File: src/rtl/servo_pkg.sv
// rtl/servo_pkg.sv - shared state, angle/current types and helpers for the servo sequencer
package servo_pkg;

  typedef enum logic [2:0] {
    IDLE    = 3'd0,
    RAMP    = 3'd1,
    HOLD    = 3'd2,
    FAULT   = 3'd3,
    LOCKOUT = 3'd4
  } seq_state_t;

  typedef logic [7:0] deg_t;
  typedef logic [7:0] cur_t;

  localparam deg_t DEG_MAX = 8'd180;

  function automatic deg_t clamp_deg(input deg_t d);
    return (d > DEG_MAX) ? DEG_MAX : d;
  endfunction

  function automatic deg_t abs_diff(input deg_t a, input deg_t b);
    return (a >= b) ? (a - b) : (b - a);
  endfunction

endpackage

File: src/rtl/servo_frame_timer.sv
// rtl/servo_frame_timer.sv - free-running servo frame counter with one-cycle tick
module servo_frame_timer #(
  parameter int FRAME_CYCLES = 1000000
) (
  input  logic clk,
  input  logic rst_n,
  output logic tick
);

  localparam int CW = (FRAME_CYCLES > 1) ? $clog2(FRAME_CYCLES) : 1;
  localparam logic [CW-1:0] LAST = CW'(FRAME_CYCLES - 1);

  logic [CW-1:0] count;

  always_ff @(posedge clk or negedge rst_n) begin
    if (!rst_n) begin
      count <= '0;
    end else if (count == LAST) begin
      count <= '0;
    end else begin
      count <= count + CW'(1);
    end
  end

  assign tick = (count == LAST);

endmodule

File: src/rtl/servo_motion_seq.sv
// rtl/servo_motion_seq.sv - servo motion sequencer: frame-paced ramp, settle detect, overcurrent retry/lockout
// Optional macro SERVO_SEQ_STATS_EN adds the fault_count and settle_time outputs.
module servo_motion_seq
  import servo_pkg::*;
#(
  parameter int FRAME_CYCLES    = 1000000,
  parameter int STEP_DEG        = 5,
  parameter int I_LIMIT         = 40,
  parameter int OC_FRAMES       = 2,
  parameter int COOLDOWN_FRAMES = 25,
  parameter int MAX_RETRY       = 3,
  parameter int SETTLE_FRAMES   = 5,
  parameter int TOL_DEG         = 2,
  parameter int RESET_DEG       = 90
) (
  input  logic       clk,
  input  logic       rst_n,
  input  logic       cmd_valid,
  output logic       cmd_ready,
  input  logic [7:0] cmd_grades,
  input  logic [7:0] meas_grades,
  input  logic [7:0] meas_current,
  input  logic       fault_clr,
  output logic [7:0] sp_grades,
  output logic       pwm_en,
  output logic       done,
  output logic       fault,
  output logic       lockout,
  output logic [2:0] state_o
`ifdef SERVO_SEQ_STATS_EN
  ,
  output logic [15:0] fault_count,
  output logic [15:0] settle_time
`endif
);

  localparam deg_t       STEP     = deg_t'(STEP_DEG);
  localparam deg_t       TOL      = deg_t'(TOL_DEG);
  localparam deg_t       RST_DEG  = deg_t'(RESET_DEG);
  localparam cur_t       ILIM     = cur_t'(I_LIMIT);
  localparam logic [7:0] OC_N     = 8'(OC_FRAMES);
  localparam logic [7:0] COOL_N   = 8'(COOLDOWN_FRAMES);
  localparam logic [7:0] RETRY_N  = 8'(MAX_RETRY);
  localparam logic [7:0] SETTLE_N = 8'(SETTLE_FRAMES);

  seq_state_t state;
  deg_t       target;
  logic [7:0] oc_cnt, cool_cnt, settle_cnt, retry_cnt;
  logic       tick, accept, over, trip, in_tol, settle_hit;
  deg_t       sp_err, step_mag, ramp_sp;

  servo_frame_timer #(.FRAME_CYCLES(FRAME_CYCLES)) u_timer (
    .clk   (clk),
    .rst_n (rst_n),
    .tick  (tick)
  );

  assign cmd_ready  = (state == IDLE) || (state == HOLD);
  assign accept     = cmd_valid && cmd_ready;
  assign state_o    = state;
  assign over       = meas_current > ILIM;
  assign trip       = over && ((oc_cnt + 8'd1) >= OC_N);
  assign in_tol     = abs_diff(meas_grades, target) <= TOL;
  // Step magnitude is capped by the remaining error so the setpoint never overshoots.
  assign sp_err     = abs_diff(target, sp_grades);
  assign step_mag   = (sp_err > STEP) ? STEP : sp_err;
  assign ramp_sp    = (target > sp_grades) ? (sp_grades + step_mag) : (sp_grades - step_mag);
  assign settle_hit = tick && (state == RAMP) && !trip && (sp_grades == target) && in_tol &&
                      ((settle_cnt + 8'd1) >= SETTLE_N);

  always_ff @(posedge clk or negedge rst_n) begin
    if (!rst_n) begin
      state      <= IDLE;
      sp_grades  <= RST_DEG;
      target     <= RST_DEG;
      pwm_en     <= 1'b0;
      done       <= 1'b0;
      fault      <= 1'b0;
      lockout    <= 1'b0;
      oc_cnt     <= '0;
      cool_cnt   <= '0;
      settle_cnt <= '0;
      retry_cnt  <= '0;
    end else begin
      done <= 1'b0;
      if (accept) begin
        target     <= clamp_deg(cmd_grades);
        settle_cnt <= '0;
        state      <= RAMP;
        pwm_en     <= 1'b1;
      end
      if (state == LOCKOUT && fault_clr) begin
        state     <= IDLE;
        lockout   <= 1'b0;
        retry_cnt <= '0;
      end
      // Trip handling below overrides the state written by a same-cycle accept.
      if (tick) begin
        case (state)
          RAMP, HOLD: begin
            if (trip) begin
              state    <= FAULT;
              pwm_en   <= 1'b0;
              fault    <= 1'b1;
              oc_cnt   <= '0;
              cool_cnt <= '0;
            end else begin
              oc_cnt <= over ? (oc_cnt + 8'd1) : 8'd0;
              if (state == RAMP) begin
                if (sp_grades != target) begin
                  sp_grades  <= ramp_sp;
                  settle_cnt <= '0;
                end else if (in_tol) begin
                  settle_cnt <= settle_cnt + 8'd1;
                  if (settle_hit) begin
                    state     <= HOLD;
                    done      <= 1'b1;
                    retry_cnt <= '0;
                  end
                end else begin
                  settle_cnt <= '0;
                end
              end
            end
          end
          FAULT: begin
            cool_cnt <= cool_cnt + 8'd1;
            if ((cool_cnt + 8'd1) >= COOL_N) begin
              retry_cnt <= retry_cnt + 8'd1;
              fault     <= 1'b0;
              if ((retry_cnt + 8'd1) < RETRY_N) begin
                state      <= RAMP;
                sp_grades  <= clamp_deg(meas_grades);
                settle_cnt <= '0;
                pwm_en     <= 1'b1;
              end else begin
                state   <= LOCKOUT;
                lockout <= 1'b1;
              end
            end
          end
          default: ;
        endcase
      end
    end
  end

`ifdef SERVO_SEQ_STATS_EN
  logic [15:0] frames_since_cmd;
  logic        fault_entry;

  assign fault_entry = tick && trip && ((state == RAMP) || (state == HOLD));

  always_ff @(posedge clk or negedge rst_n) begin
    if (!rst_n) begin
      fault_count      <= '0;
      settle_time      <= '0;
      frames_since_cmd <= '0;
    end else begin
      if (fault_entry && fault_count != 16'hFFFF) begin
        fault_count <= fault_count + 16'd1;
      end
      if (accept) begin
        frames_since_cmd <= '0;
      end else if (tick && frames_since_cmd != 16'hFFFF) begin
        frames_since_cmd <= frames_since_cmd + 16'd1;
      end
      // The settling tick itself is included in the reported frame count.
      if (settle_hit) begin
        settle_time <= (frames_since_cmd == 16'hFFFF) ? 16'hFFFF : (frames_since_cmd + 16'd1);
      end
    end
  end
`endif

endmodule

File: config.mk
export PLATFORM = sky130hd
export DESIGN_NAME = servo_motion_seq
export DESIGN_NICKNAME = d
export VERILOG_FILES = /design/src/rtl/servo_pkg.sv /design/src/rtl/servo_frame_timer.sv /design/src/rtl/servo_motion_seq.sv
export SDC_FILE = /design/constraint.sdc
export NUM_CORES = 1
export LEC_CHECK = 0
export BUFFER_PORTS_ARGS = -buffer_cell sky130_fd_sc_hd__buf_4
export CAP_MARGIN = 20
export CORE_MARGIN = 3
export CORE_UTILIZATION = 25
export DETAILED_ROUTE_END_ITERATION = 10
export PLACE_DENSITY_LB_ADDON = 0.25
export SYNTH_ARGS = -nofsm -noshare
export SYNTH_HDL_FRONTEND = slang
export SYNTH_SLANG_ARGS = --single-unit
File: constraint.sdc
create_clock -name clk -period 10.5 [get_ports clk]
set_input_delay 1.05 -clock clk [delete_from_list [all_inputs] [get_ports clk]]
set_output_delay 1.05 -clock clk [all_outputs]
set_load 0.05 [all_outputs]
Word level (Yosys, flattened, before mapping)
Index checks and enable logic that the tools add are counted.
{"block": "classes", "addsub": 11, "multipliers": 0, "div_mod_pow": 0, "order_cmp": 12, "eq_ne": 13, "shift": 0, "muxes": 67, "bitwise": 0, "reduce_logical": 17}
{"op": "8-bit two-way mux", "count": 30}
{"op": "8-bit one-hot mux with 2 select lines", "count": 4}
{"op": "8-bit subtractor", "count": 5}
{"op": "8-bit by 1-bit adder with 8-bit output (second input constant)", "count": 4}
{"op": "3-bit two-way mux", "count": 10}
{"op": "20-bit by 1-bit adder with 20-bit output (second input constant)", "count": 1}
{"op": "20-bit == test (second input constant)", "count": 1}
{"op": "20-bit two-way mux", "count": 1}
{"op": "1-bit two-way mux", "count": 19}
{"op": "8-bit >= comparator", "count": 2}
{"op": "8-bit > comparator (second input constant)", "count": 2}
{"op": "2-bit != test (second input constant)", "count": 6}
{"op": "8-bit adder", "count": 1}
{"op": "8-bit == test", "count": 1}
{"op": "8-bit by 2-bit >= comparator with 1-bit output (second input constant)", "count": 1}
{"op": "8-bit by 3-bit >= comparator with 1-bit output (second input constant)", "count": 1}
{"op": "8-bit by 5-bit >= comparator with 1-bit output (second input constant)", "count": 1}
{"op": "8-bit by 3-bit > comparator with 1-bit output (second input constant)", "count": 1}
{"op": "8-bit by 6-bit > comparator with 1-bit output (second input constant)", "count": 1}
{"op": "8-bit > comparator", "count": 1}
{"op": "8-bit by 2-bit <= comparator with 1-bit output (second input constant)", "count": 1}
{"op": "1-bit logical AND", "count": 8}
{"op": "8-bit by 2-bit < comparator with 1-bit output (second input constant)", "count": 1}
{"op": "8-bit != test", "count": 1}
{"op": "other kinds (14)", "count": 16}
{"block": "word_totals", "regBits": 75, "latch_bits": 0, "ramBits": 0, "romBits": 0, "input_bits": 28, "out_inout_bits": 16, "elab_cells": 132, "mem_count": 0}

Longest topological paths before layout
Gate-level depths: netlist of the first run.
{"block": "logic_depth", "depth_word": 15, "ltp_mapped": 24, "depth_no_buf": 23}

Hierarchy
Synthesis of the first run repeated with hierarchy kept, for this count alone.
{"block": "unflattened", "cells_unflattened": 708, "area_unflattened_um2": 6059.6}
{"mod": "servo_motion_seq", "n_inst": 1, "cells_each": 611, "area_per_inst_um2": 5013.6, "seq_area_each_um2": 1386.3}
{"mod": "servo_frame_timer", "n_inst": 1, "cells_each": 97, "area_per_inst_um2": 1046.0, "seq_area_each_um2": 500.5}

Least setup slack after synthesis of the first run
Ideal clock, no wire load.
{"block": "synth_timing", "path_type": "reg-to-reg", "from": "register sp_grades[0]", "to": "register sp_grades[7]", "setup_ns": 0.133, "arrival_ns": 4.784, "t_required_ns": 10.367, "setup_slack_ns": 5.583, "stages_incl_launch_ff": 22, "n_path_buf": 0, "period_less_slack_ns": 4.917, "cell_sequence": "dfrtp_1 ha_1 fa_1 nand3b_1 a31oi_1 nor2_1 a2111oi_0 o2111ai_1 nor3_1 nand3_1 ha_1 nand2_1 o21a_1 ha_1 nor2b_1 o21ai_0 a21o_2 a31o_2 o211ai_1 o21ai_0 mux2i_1 o221ai_2"}
{"block": "synth_between", "elab_chain_len": 10, "word_cells_on_any_way": 17, "cone_classes": "add/sub (4); order compare (3); eq/ne (2); mux (7); reduce/logical (1)"}
{"item": "start, declared", "line_no": "servo_motion_seq.sv:24", "source": "output logic [7:0] sp_grades,"}
{"item": "start signal, assigned", "line_no": "servo_motion_seq.sv:111", "source": "sp_grades <= ramp_sp;"}
{"item": "start signal, assigned", "line_no": "servo_motion_seq.sv:133", "source": "sp_grades <= clamp_deg(meas_grades);"}
{"item": "8-bit subtractor / 8-bit >= comparator (equally long branches)", "line_no": "servo_pkg.sv:22", "source": "return (a >= b) ? (a - b) : (b - a);"}
{"item": "8-bit two-way mux", "line_no": "servo_pkg.sv:22"}
{"item": "8-bit by 3-bit > comparator with 1-bit output", "line_no": "servo_motion_seq.sv:66", "source": "assign step_mag = (sp_err > STEP) ? STEP : sp_err;"}
{"item": "8-bit two-way mux", "line_no": "servo_motion_seq.sv:66"}
{"item": "8-bit subtractor / 8-bit adder (equally long branches)", "line_no": "servo_motion_seq.sv:67", "source": "assign ramp_sp = (target > sp_grades) ? (sp_grades + step_mag) : (sp_grades - step_mag);"}
{"item": "8-bit two-way mux", "line_no": "servo_motion_seq.sv:67"}
{"item": "8-bit two-way mux", "line_no": "servo_motion_seq.sv:110", "source": "if (sp_grades != target) begin"}
{"item": "8-bit two-way mux", "line_no": "servo_motion_seq.sv:109", "source": "if (state == RAMP) begin"}
{"item": "8-bit two-way mux", "line_no": "servo_motion_seq.sv:101", "source": "if (trip) begin"}
{"item": "8-bit one-hot mux with 2 select lines", "line_no": "servo_motion_seq.sv:99", "source": "case (state)"}
Several ways; a longest one is shown, not always the timed one. The select of a mux whose other input is x is not followed.
A chain may end at the register's enable or synchronous reset.

Worst setup path after layout of the first run
{"block": "layout_timing", "from": "register target[1]", "to": "register sp_grades[7]"}
{"block": "layout_between", "elab_chain_len": 10, "word_cells_on_any_way": 17, "cone_classes": "add/sub (4); order compare (3); eq/ne (2); mux (7); reduce/logical (1)"}
{"item": "start, declared", "line_no": "servo_motion_seq.sv:47", "source": "deg_t target;"}
{"item": "start signal, assigned", "line_no": "servo_motion_seq.sv:87", "source": "target <= clamp_deg(cmd_grades);"}
{"item": "8-bit subtractor / 8-bit >= comparator (equally long branches)", "line_no": "servo_pkg.sv:22"}
{"item": "8-bit two-way mux", "line_no": "servo_pkg.sv:22"}
{"item": "8-bit by 3-bit > comparator with 1-bit output", "line_no": "servo_motion_seq.sv:66"}
{"item": "8-bit two-way mux", "line_no": "servo_motion_seq.sv:66"}
{"item": "8-bit subtractor / 8-bit adder (equally long branches)", "line_no": "servo_motion_seq.sv:67"}
{"item": "8-bit two-way mux", "line_no": "servo_motion_seq.sv:67"}
{"item": "8-bit two-way mux", "line_no": "servo_motion_seq.sv:110"}
{"item": "8-bit two-way mux", "line_no": "servo_motion_seq.sv:109"}
{"item": "8-bit two-way mux", "line_no": "servo_motion_seq.sv:101"}
{"item": "8-bit one-hot mux with 2 select lines", "line_no": "servo_motion_seq.sv:99"}
Several ways; a longest one is shown, not always the timed one. The select of a mux whose other input is x is not followed.

==> results of run 1 <==
[layer usage]
metal	global-route usage, %	up-vias	share of wire, %
met5	0	-	0
met4	2.807	0	1.5
met3	3.677	18	5.9
met2	20.69	119	43
met1	19.42	2675	49
li1	-	2728	-
[metrics by stage]
stage,power [uW],utilization [%]
finish,775.4,29.29
global route,815.2,29.29
CTS,784.6,29.29
detailed placement,421.7,27.92
global placement,423.3,27.92
floorplan,381.2,-
[power groups by stage]
stage	Combinational [uW]	Clock [uW]	Sequential (uW)
after floorplan	81.1	0	300
after global placement	123	0	300
after detailed placement	121	0	300
after CTS	122	368	295
after global routing	137	383	295
final	123	357	295
[sequential cells by signal, summed over array words and instances (netlist names), 3 cells and up]
register / count
u_timer.count: 20
cool_cnt: 8
oc_cnt: 8
retry_cnt: 8
settle_cnt: 8
sp_grades: 8
target: 8
state_o: 3
[tightest hold or removal path: cells and delay by family, from the launching register on]
family,cells,cell delay [ns]
and+or+nand+nor,2,0.11
DFF,1,0.35
[cell usage in the layout, fill, tap and decap left out, drive strengths merged, types with 9 or more instances in the layout]
master  count
a211oi     11
a21o       13
a21oi      38
a31oi      13
and2       22
and3       16
buf        45
clkbuf     10
dfrtp      67
ha         47
inv        53
mux2i       9
nand2      65
nand2b      9
nand3      31
nand3b      9
nand4      20
nor2       48
nor3       16
o21ai      51
xnor2      19
xor2       15
[how the worst min path moves through the flow]
stage | start | endpoint | slack, ns | depth (start not counted)
detailed placement | fault | fault | 0.47 | 2
CTS | fault | fault | 0.49 | 2
global placement | fault | fault | 0.47 | 2
global route | u_timer.count[4] | u_timer.count[4] | 0.53 | 1
finish | fault | fault | 0.49 | 2
floorplan | u_timer.count[0] | u_timer.count[0] | 0.46 | 1
[cell type report]
| type | count | share of cell area (%) |
|---|---|---|
| Timing Repair Buffer | 45 | 4.729 |
| Clock buffer | 10 | 3.345 |
| Clock inverter | 6 | 1.331 |
| Multi-Input combinational cell | 577 | 55.83 |
| Sequential cell | 75 | 26.41 |
| Tap cell | 324 | 5.674 |
| Inverter | 51 | 2.680 |
[kinds of logic (layout without fill, tap and decap cells)]
group                    count (synthesis)  count (layout)  synth area share, %
AND/OR/NAND/NOR                        274             274                23.71
AO/OA/AOI/OAI                          206             206                22.87
flip-flops                              75              75                30.41
buffers and inverters                   75             112                5.303
adder cells (fa/ha/maj)                 52              52                11.09
XOR/XNOR                                34              34                4.799
multiplexers                            11              11                1.815
==> impl_metrics.csv, run 1 <==
group,metric,value,unit
synth,syn_area,0.006205,mm2
synth,async_reset_ff_share,100.0,%
clock_network,cts.clk_slew.worst_paths,0.07,ns
critical_path,critPathLaunchType,"register",
synth,yosys.area.top_type,"dfrtp_1",
critical_path,arrival,5.83,ns
placement,globalplace.congestion,0.8332,
die,coreArea,0.02439,mm2
power,power_frac_seq,38.1,%
global_route,grt_pass1_vias,5274,
synth,yosysTopAreaCellShare,27.02,%
clock_network,cts-htree-levels,3,
finish,drive_gt1_share,13.35,%
drt,first_pass_iters,5,
finish,antennaDiodeCount,0,
placement,place_area,0.006810,mm2
finish,layout.cells.non_filler,1088,
critical_path,crit_chain,"inv_1, fa_1, nand3b_1, a31oi_1, nor2_1, a2111oi_0, o2111ai_1, nor3_1, nand3_1, ha_1, nand2_1, o21a_1, ha_1, nor2b_1, o21ai_0, a21o_2, a31o_2, o211ai_1, o21ai_0, mux2i_1, o221ai_2",
sta,max_freq,0.1785,GHz
drt,drtIter0Drc,313,
clock_network,cts_root_buf,"clkbuf_16",
die,io-pin-count,44,
die,die_w,163.5,um
synth,yosys_register_bits,75,
die,dieArea,0.02675,mm2
critical_path,crit_buf_inv,1,
synth,synth_area_leaders,"dfrtp_1 27%, ha_1 9.5%, nand2_1 3.9%",
synth,ys_top_cells_by_count,"67 x dfrtp_1, 64 x nand2_1, 51 x inv_1, 48 x nor2_1, 47 x ha_1",
synth,ys_types,81,
synth,synth_edf_count,0,
synth,syn-num-nets,807,
global_route,gr-total-overflow,0,
finish,fill_cells,2612,
sta,setup_tns,0,ns
die,rows,57,
clock_network,cts_tree,"done",
critical_path,crit_family,"compound AO/OA/AOI/OAI gates",
drt,avgViaCountPerCell,5.092,
critical_path,ff2ff_path_depth,21,
synth,yosys_warnings,0,
sta,hold_violations,0,
synth,syn_inst,727,
global_route,antenna_found_initial,0,
sta,timing.slew.headroom,46.69,%
sta,fin_crit_sh,53.36,%
sta,post-route-min-period,5.603,ns
job,maxCapViolations,0,
placement,portBuffers,43,
power,peakVddDrop,0.07314,mV
critical_path,path_class,"reg -> reg",
finish,register_area,0.001887,mm2
die,die_height,163.5,um
synth,synth_most_common_cell,"dfrtp_1",
sta,whs,0.4905,ns
critical_path,required,10.72,ns
critical_path,crit_end,"sp_grades[7]",
critical_path,max_stage_delay,0.59,ns
placement,dp_hpwl,13.53,mm
power,p_sw,216.8,uW
die,initial_core_util,25.44,%
global_route,grt_pass1_wl,28.96,mm
sta,finalClockSkew,0.01189,ns
clock_network,clockBufferDepth,2,
clock_network,cts.repair.resized,0,
clock_network,cts_hold_repair.buffers,0,
synth,synth.avg_cell_area,8.535,um2
drt,via_count,5540,
sta,worstMarginPinSlew,0.7923,ns
critical_path,rr_startpoint,"target[1]",
power,power_leakage,0.003130,uW
critical_path,r2r-end,"sp_grades[7]",
synth,yosysSeqAreaShare,30.41,%
drt,totalWireLength,17.86,mm
finish,final_nets,839,
sta,maxSlewViolCount,0,
clock_network,cts_sinks,75,
drt,drc,0,
placement,post-place-ws,5.028,ns
power,p_int,558.6,uW
critical_path,reg2reg_slack,4.90,ns
status,status,"finished clean",
sta,setup_viol,0,
critical_path,critPathMaxFanout,7,
synth,synth_ff_type,"dfrtp_1",
critical_path,cpMaxStageDelayCell,"dfstp_2",
sta,worst_slack,4.897,ns
critical_path,cp-end-kind,"register",
min_path,hp-class,"reg -> reg",
clock_network,clock_latency,0.35,ns
finish,area_growth,15.14,%
power,p_per_area,108.5,mW/mm2
global_route,grt_max_degree,57,
drt,wl_per_cell,16.41,um
placement,placed_cells,1072,
finish,fin_area,0.007144,mm2
drt,antenna_left,0,
finish,multi_input_area,0.003989,mm2
clock_network,post_cts_buffers,0,
critical_path,cp.depth,21,
clock_network,cts_made_buffers,9,
critical_path,crit_start,"target[1]",
global_route,groute.usage.overall,13.63,%
power,p_clk_share,46.1,%
power,pwr-share-comb,15.9,%
sta,rsz0062_at_grt,"no",
power,swShare,27.96,%
Power figures use the tool's default switching activity.
==> run 2, diff against run 1 <==
==> constraint.sdc (replaced) <==
create_clock -name clk -period 4.95 [get_ports clk]
set_input_delay 0.495 -clock clk [delete_from_list [all_inputs] [get_ports clk]]
set_output_delay 0.495 -clock clk [all_outputs]
set_load 0.05 [all_outputs]
==> run 2 against run 1 <==
Effect of this change:
- non-clock buffer count is 22 higher
- worst hold slack worse by 0.48 ns
- flip-flop and latch count stayed put
- critical path type unchanged
- critical endpoint unchanged
- design area is 2.8% higher
- register-to-register slack worse by 4.6 ns
- setup slack worse by 4.6 ns
- die area stayed put
==> impl_metrics.csv, run 2 (synthesis gave the netlist of run 1 again) <==
group,metric,value,unit
status,status,"finished clean",
clock_network,cts_tree,"done",
power,p_per_area,219.9,mW/mm2
global_route,groute.usage.overall,13.51,%
sta,max_freq,0.2151,GHz
die,rows,57,
finish,utilization,30.12,%
critical_path,path_class,"reg -> reg",
job,maxCapViolations,0,
clock_network,cts-htree-levels,3,
sta,timing.slew.headroom,38.44,%
die,initial_core_util,25.44,%
critical_path,crit_buf_inv,4,
finish,final_nets,861,
sta,worstMarginPinSlew,0.9200,ns
clock_network,cts.clk_slew.worst_paths,0.07,ns
critical_path,max_stage_delay,0.56,ns
critical_path,cpMostUsedCell,"ha_1",
global_route,gr-total-overflow,0,
finish,mostFrequentLayoutCell,"buf_4",
global_route,grt_pass1_vias,5317,
drt,antenna_left,0,
die,dieArea,0.02675,mm2
finish,area_growth,18.41,%
global_route,grt_max_degree,57,
finish,largest_reg_flops,20,
power,peakVddDrop,0.1228,mV
global_route,use_met3,3.551,%
critical_path,critPathMaxFanout,5,
critical_path,crit_chain,"inv_1, ha_1, a21oi_4, a31oi_4, buf_4, o2111a_1, a2111oi_1, o2111ai_1, nor3_2, buf_4, nand2_1, inv_1, ha_1, nand2_1, o21a_1, ha_1, nor2b_1, o21ai_0, a21o_2, a31o_2, o211ai_1, o21ai_0, mux2i_1, o221ai_2",
critical_path,cp-end-kind,"register",
drt,drc,0,
placement,place_area,0.006930,mm2
clock_network,clockBufferDepth,2,
global_route,antenna_found_initial,0,
sta,hold_violations,0,
global_route,grt.busiest_layer,"met2",
finish,antennaDiodeCount,0,
global_route,gr-usage-met2,21.11,%
drt,drtIter0Drc,286,
finish,drive_gt1_share,17.18,%
die,io-pin-count,44,
critical_path,critPathLaunchType,"register",
finish,regMostFlops,"u_timer.count",
clock_network,cts_root_buf,"clkbuf_16",
critical_path,arrival,4.92,ns
power,power_leakage,0.003226,uW
sta,fin_crit_sh,93.93,%
sta,finalClockSkew,0.01026,ns
drt,avgViaCountPerCell,5.008,
placement,portBuffers,43,
drt,wl_per_cell,15.92,um
die,die_height,163.5,um
finish,mostFrequentLayoutCells,"67 x buf_4, 66 x dfrtp_1, 64 x nand2_1",
critical_path,crit_family,"compound AO/OA/AOI/OAI gates",
global_route,grt_pass1_wl,28.71,mm
min_path,hp-class,"in -> async",
finish,fin_area,0.007347,mm2
clock_network,clock_latency,0.36,ns
critical_path,required,5.22,ns
global_route,grt_util_met1,18.96,%
die,die_w,163.5,um
sta,post-route-min-period,4.649,ns
clock_network,cts_sinks,75,
die,coreArea,0.02439,mm2
placement,globalplace.congestion,0.8612,
drt,via_count,5559,
sta,maxSlewViolCount,0,
drt,first_pass_iters,4,
critical_path,cpMaxStageDelayCell,"dfstp_2",
placement,dp_hpwl,13.67,mm
clock_network,cts_made_buffers,9,
sta,setup_viol,0,
drt,totalWireLength,17.67,mm
==> run 2: final timing paths <==
check,end,from,cells past startpoint,slack (ns)
max reg2reg,sp_grades[7],sp_grades[3],24,0.30
min,u_timer.count[10],rst_n,1,0.006
max in group asynchronous,sp_grades[2],rst_n,2,3.87
min in group clk,target[0],cmd_grades[0],3,0.37
min reg2reg,u_timer.count[0],u_timer.count[0],1,0.48
max,sp_grades[7],sp_grades[3],24,0.30
==> run 2: per-stage QoR <==
step	std cells	hold slack [ns]	worst slack (ns)	setup TNS [ns]	power (uW)
floorplan	727	0.1994	0.03316	0	808.7
global route	1110	0.01308	-0.005649	-0.005649	1692
finish	1110	0.005945	0.3005	0	1616
detailed placement	1088	0.3959	0.1663	0	907.1
global placement	1088	0.3972	0.2475	0	911.1
CTS	1104	0.008205	0.1531	0	1620
==> run 2: metal layers <==
layer	vias up	wire length (um)	share of wire, %
li1	2775	-	-
met2	103	7803	44
met1	2669	8851	50
met4	0	155	0.88
met3	12	857	4.9
met5	-	0	0
==> run 2: where the power goes <==
group          internal (uW)  switching [uW]  total (uW)
sequential               619            5.35         625
combinational            118             169         287
clock                    400             304         704
total                   1140             479        1620
==> run 2: cell type report <==
| class | count | area, um2 |
|---|---|---|
| flip-flops and latches | 75 | 1888 |
| clock inverters | 7 | 82.58 |
| clock buffers | 9 | 225.2 |
| inverters | 51 | 191.4 |
| fillers | 2629 | 17040 |
| well taps | 324 | 405.4 |
| repair buffers | 67 | 503.0 |
| multi-input cells | 577 | 4051 |
==> run 2: repair_timing <==
action / CTS / global route
buffers inserted: 0 / 6
hold buffers: 0 / 0
setup endpoints to repair: 0 / 5
gates resized for setup: 0 / 16
hold endpoints to repair: 0 / 0
==> run 3, diff against run 2 <==
--- a/config.mk
+++ b/config.mk
@@ -9,7 +9,9 @@
 export CAP_MARGIN = 20
 export CORE_MARGIN = 3
 export CORE_UTILIZATION = 25
+export CTS_CLUSTER_DIAMETER = 100
 export DETAILED_ROUTE_END_ITERATION = 10
+export MAX_ROUTING_LAYER = met4
 export PLACE_DENSITY_LB_ADDON = 0.25
 export SYNTH_ARGS = -nofsm -noshare
 export SYNTH_HDL_FRONTEND = slang
==> constraint.sdc (replaced) <==
create_clock -name clk -period 4.95 [get_ports clk]
set_input_delay 0.495 -clock clk [delete_from_list [all_inputs] [get_ports clk]]
set_output_delay 0.495 -clock clk [all_outputs]
set_load 0.01 [all_outputs]
==> run 3 against run 2 <==
Effect of this change:
- core utilization is 0.42 points higher
- worst hold slack better by 0.011 ns
- critical path type unchanged
- critical path depth did not move
- highest routed layer unchanged
- final cell count increased by 0.36%
- register-to-register slack is essentially flat
==> impl_metrics.csv, run 3 (synthesis gave the netlist of run 1 again) <==
group,metric,value,unit
critical_path,reg2reg_slack,0.30,ns
finish,mostFrequentLayoutCell,"buf_4",
global_route,gr-total-overflow,0,
global_route,antenna_found_initial,0,
sta,post-route-min-period,4.648,ns
placement,portBuffers,43,
power,finalPower,1668,uW
sta,max_freq,0.2152,GHz
placement,post-place-ws,0.1369,ns
critical_path,arrival,4.86,ns
global_route,grt_pass1_wl,28.68,mm
global_route,groute.usage.overall,13.91,%
drt,top_layer_used,"met4",
drt,drtIter0Drc,328,
clock_network,clock_latency,0.35,ns
finish,multi_input_area,0.004096,mm2
power,peakVddDrop,0.1275,mV
placement,globalplace.congestion,0.9017,
critical_path,critPathMaxFanout,5,
die,initial_core_util,25.44,%
finish,antennaDiodeCount,0,
drt,first_pass_iters,4,
critical_path,crit_chain,"inv_1, fa_1, nand3b_1, a31oi_4, nor2_2, buf_4, mux2i_2, xor2_1, nor3_2, buf_4, nand2_1, inv_1, ha_1, nand2_1, o21a_1, ha_1, nor2b_1, o21ai_1, a21o_2, a31o_2, o211ai_1, o21ai_0, mux2i_1, o221ai_2",
sta,timing.slew.headroom,45.44,%
global_route,grt_max_degree,57,
drt,avgViaCountPerCell,5.039,
die,coreArea,0.02439,mm2
critical_path,required,5.17,ns
clock_network,cts_made_buffers,9,
critical_path,crit_family,"compound AO/OA/AOI/OAI gates",
drt,wl_per_cell,15.96,um
critical_path,crit_buf_inv,4,
die,io-pin-count,44,
critical_path,max_stage_delay,0.55,ns
finish,drive_gt1_share,18.23,%
sta,whs,0.01712,ns
critical_path,path_class,"reg -> reg",
clock_network,cts.clk_slew.worst_paths,0.06,ns
finish,register_area,0.001887,mm2
clock_network,cts-htree-levels,3,
critical_path,r2r-end,"sp_grades[7]",
clock_network,clockBufferDepth,2,
finish,area_growth,20.06,%
finish,largest_reg_flops,20,
sta,hold_violations,0,
critical_path,ff2ff_path_depth,24,
drt,antenna_left,0,
critical_path,critPathLaunchType,"register",
finish,utilization,30.54,%
drt,via_count,5613,
sta,worstMarginPinSlew,0.8079,ns
sta,worst_slack,0.3021,ns
clock_network,cts_tree,"done",
job,maxCapViolations,0,
power,p_per_area,223.9,mW/mm2
die,dieArea,0.02675,mm2
sta,maxSlewViolCount,0,
finish,mostFrequentLayoutCells,"71 x buf_4, 67 x dfrtp_1, 64 x nand2_1",
drt,wl_met1,8.936,mm
clock_network,cts_root_buf,"clkbuf_16",
min_path,hp-class,"in -> async",
sta,finalClockSkew,0.01092,ns
global_route,grt_pass1_vias,5257,
critical_path,cpMaxStageDelayCell,"dfstp_2",
finish,regMostFlops,"u_timer.count",
die,rows,57,
critical_path,rr_startpoint,"target[1]",
drt,routed-wl-met3,823,um
status,status,"finished clean",
clock_network,cts_sinks,75,
drt,totalWireLength,17.78,mm
clock_network,cts_hold_repair.buffers,0,
drt,dr_wl_met2,7.836,mm
power,power_leakage,0.003271,uW
finish,final_nets,865,
sta,setup_viol,0,
die,die_w,163.5,um
sta,fin_crit_sh,93.90,%
die,die_height,163.5,um
placement,dp_hpwl,13.70,mm
critical_path,cp-end-kind,"register",
drt,drc,0,
finish,fill_cells,2601,
==> run 3: cell count changes in the layout (fill, tap and decap cells not counted), moves of 2 or more <==
cell | previous run | this run
ha_1 | 45 | 43
inv_6 | 3 | 0
clkinvlp_4 | 2 | 0
buf_4 | 67 | 71
clkinv_4 | 0 | 3
==> run 3: per-stage QoR <==
stage | setup TNS (ns) | cell area [um2] | std cells
2_1_floorplan | 0 | 6205 | 727
3_3_place_gp | 0 | 6945 | 1090
3_5_place_dp | 0 | 6945 | 1090
4_1_cts | 0 | 7282 | 1106
5_1_grt | -0.03639 | 7450 | 1114
6_report | 0 | 7450 | 1114
==> run 3: timing repair <==
action | 4_1_cts | 5_1_grt
endpoints found under the setup margin | 0 | 5
resized for setup | 0 | 23
buffers inserted | 0 | 8
==> run 3: worst reg2reg max path, cell delays in order (launching register included) <==
cell and delay [ns]:
dfstp_2 0.55, inv_1 0.07, fa_1 0.40, nand3b_1 0.27
a31oi_4 0.27, nor2_2 0.09, buf_4 0.18, mux2i_2 0.21
xor2_1 0.25, nor3_2 0.08, buf_4 0.14, nand2_1 0.08
inv_1 0.05, ha_1 0.26, nand2_1 0.04, o21a_1 0.14
ha_1 0.27, nor2b_1 0.12, o21ai_1 0.08, a21o_2 0.24
a31o_2 0.23, o211ai_1 0.09, o21ai_0 0.11, mux2i_1 0.17
o221ai_2 0.10
==> run 3: area by class of cell <==
type | instances | share of cell area [%]
multi-input cells | 577 | 54.99
clock buffers | 10 | 3.208
repair buffers | 71 | 7.155
flip-flops and latches | 75 | 25.33
inverters | 51 | 2.570
well taps | 324 | 5.442
clock inverters | 6 | 1.310
==> run 3: where the power goes <==
group | switching [uW] | internal, uW
combinational | 169 | 126
clock | 287 | 462
sequential | 5.30 | 620
==> run 3: how the worst max path moves through the flow <==
stage,from,end,slack [ns],depth (start not counted)
floorplan,target[1],sp_grades[7],0.17,21
global placement,sp_grades[5],sp_grades[7],0.26,21
detailed placement,sp_grades[3],sp_grades[7],0.14,24
CTS,sp_grades[3],sp_grades[7],0.1,24
global route,sp_grades[5],sp_grades[7],-0.04,24
finish,target[1],sp_grades[7],0.30,24
==> run 3: layer usage <==
layer / up-vias / track usage [%]
met1: 2690 / 19.58
li1: 2784 / -
met3: 15 / 2.688
met2: 124 / 20.84
met4: 0 / 2.807
met5: - / -
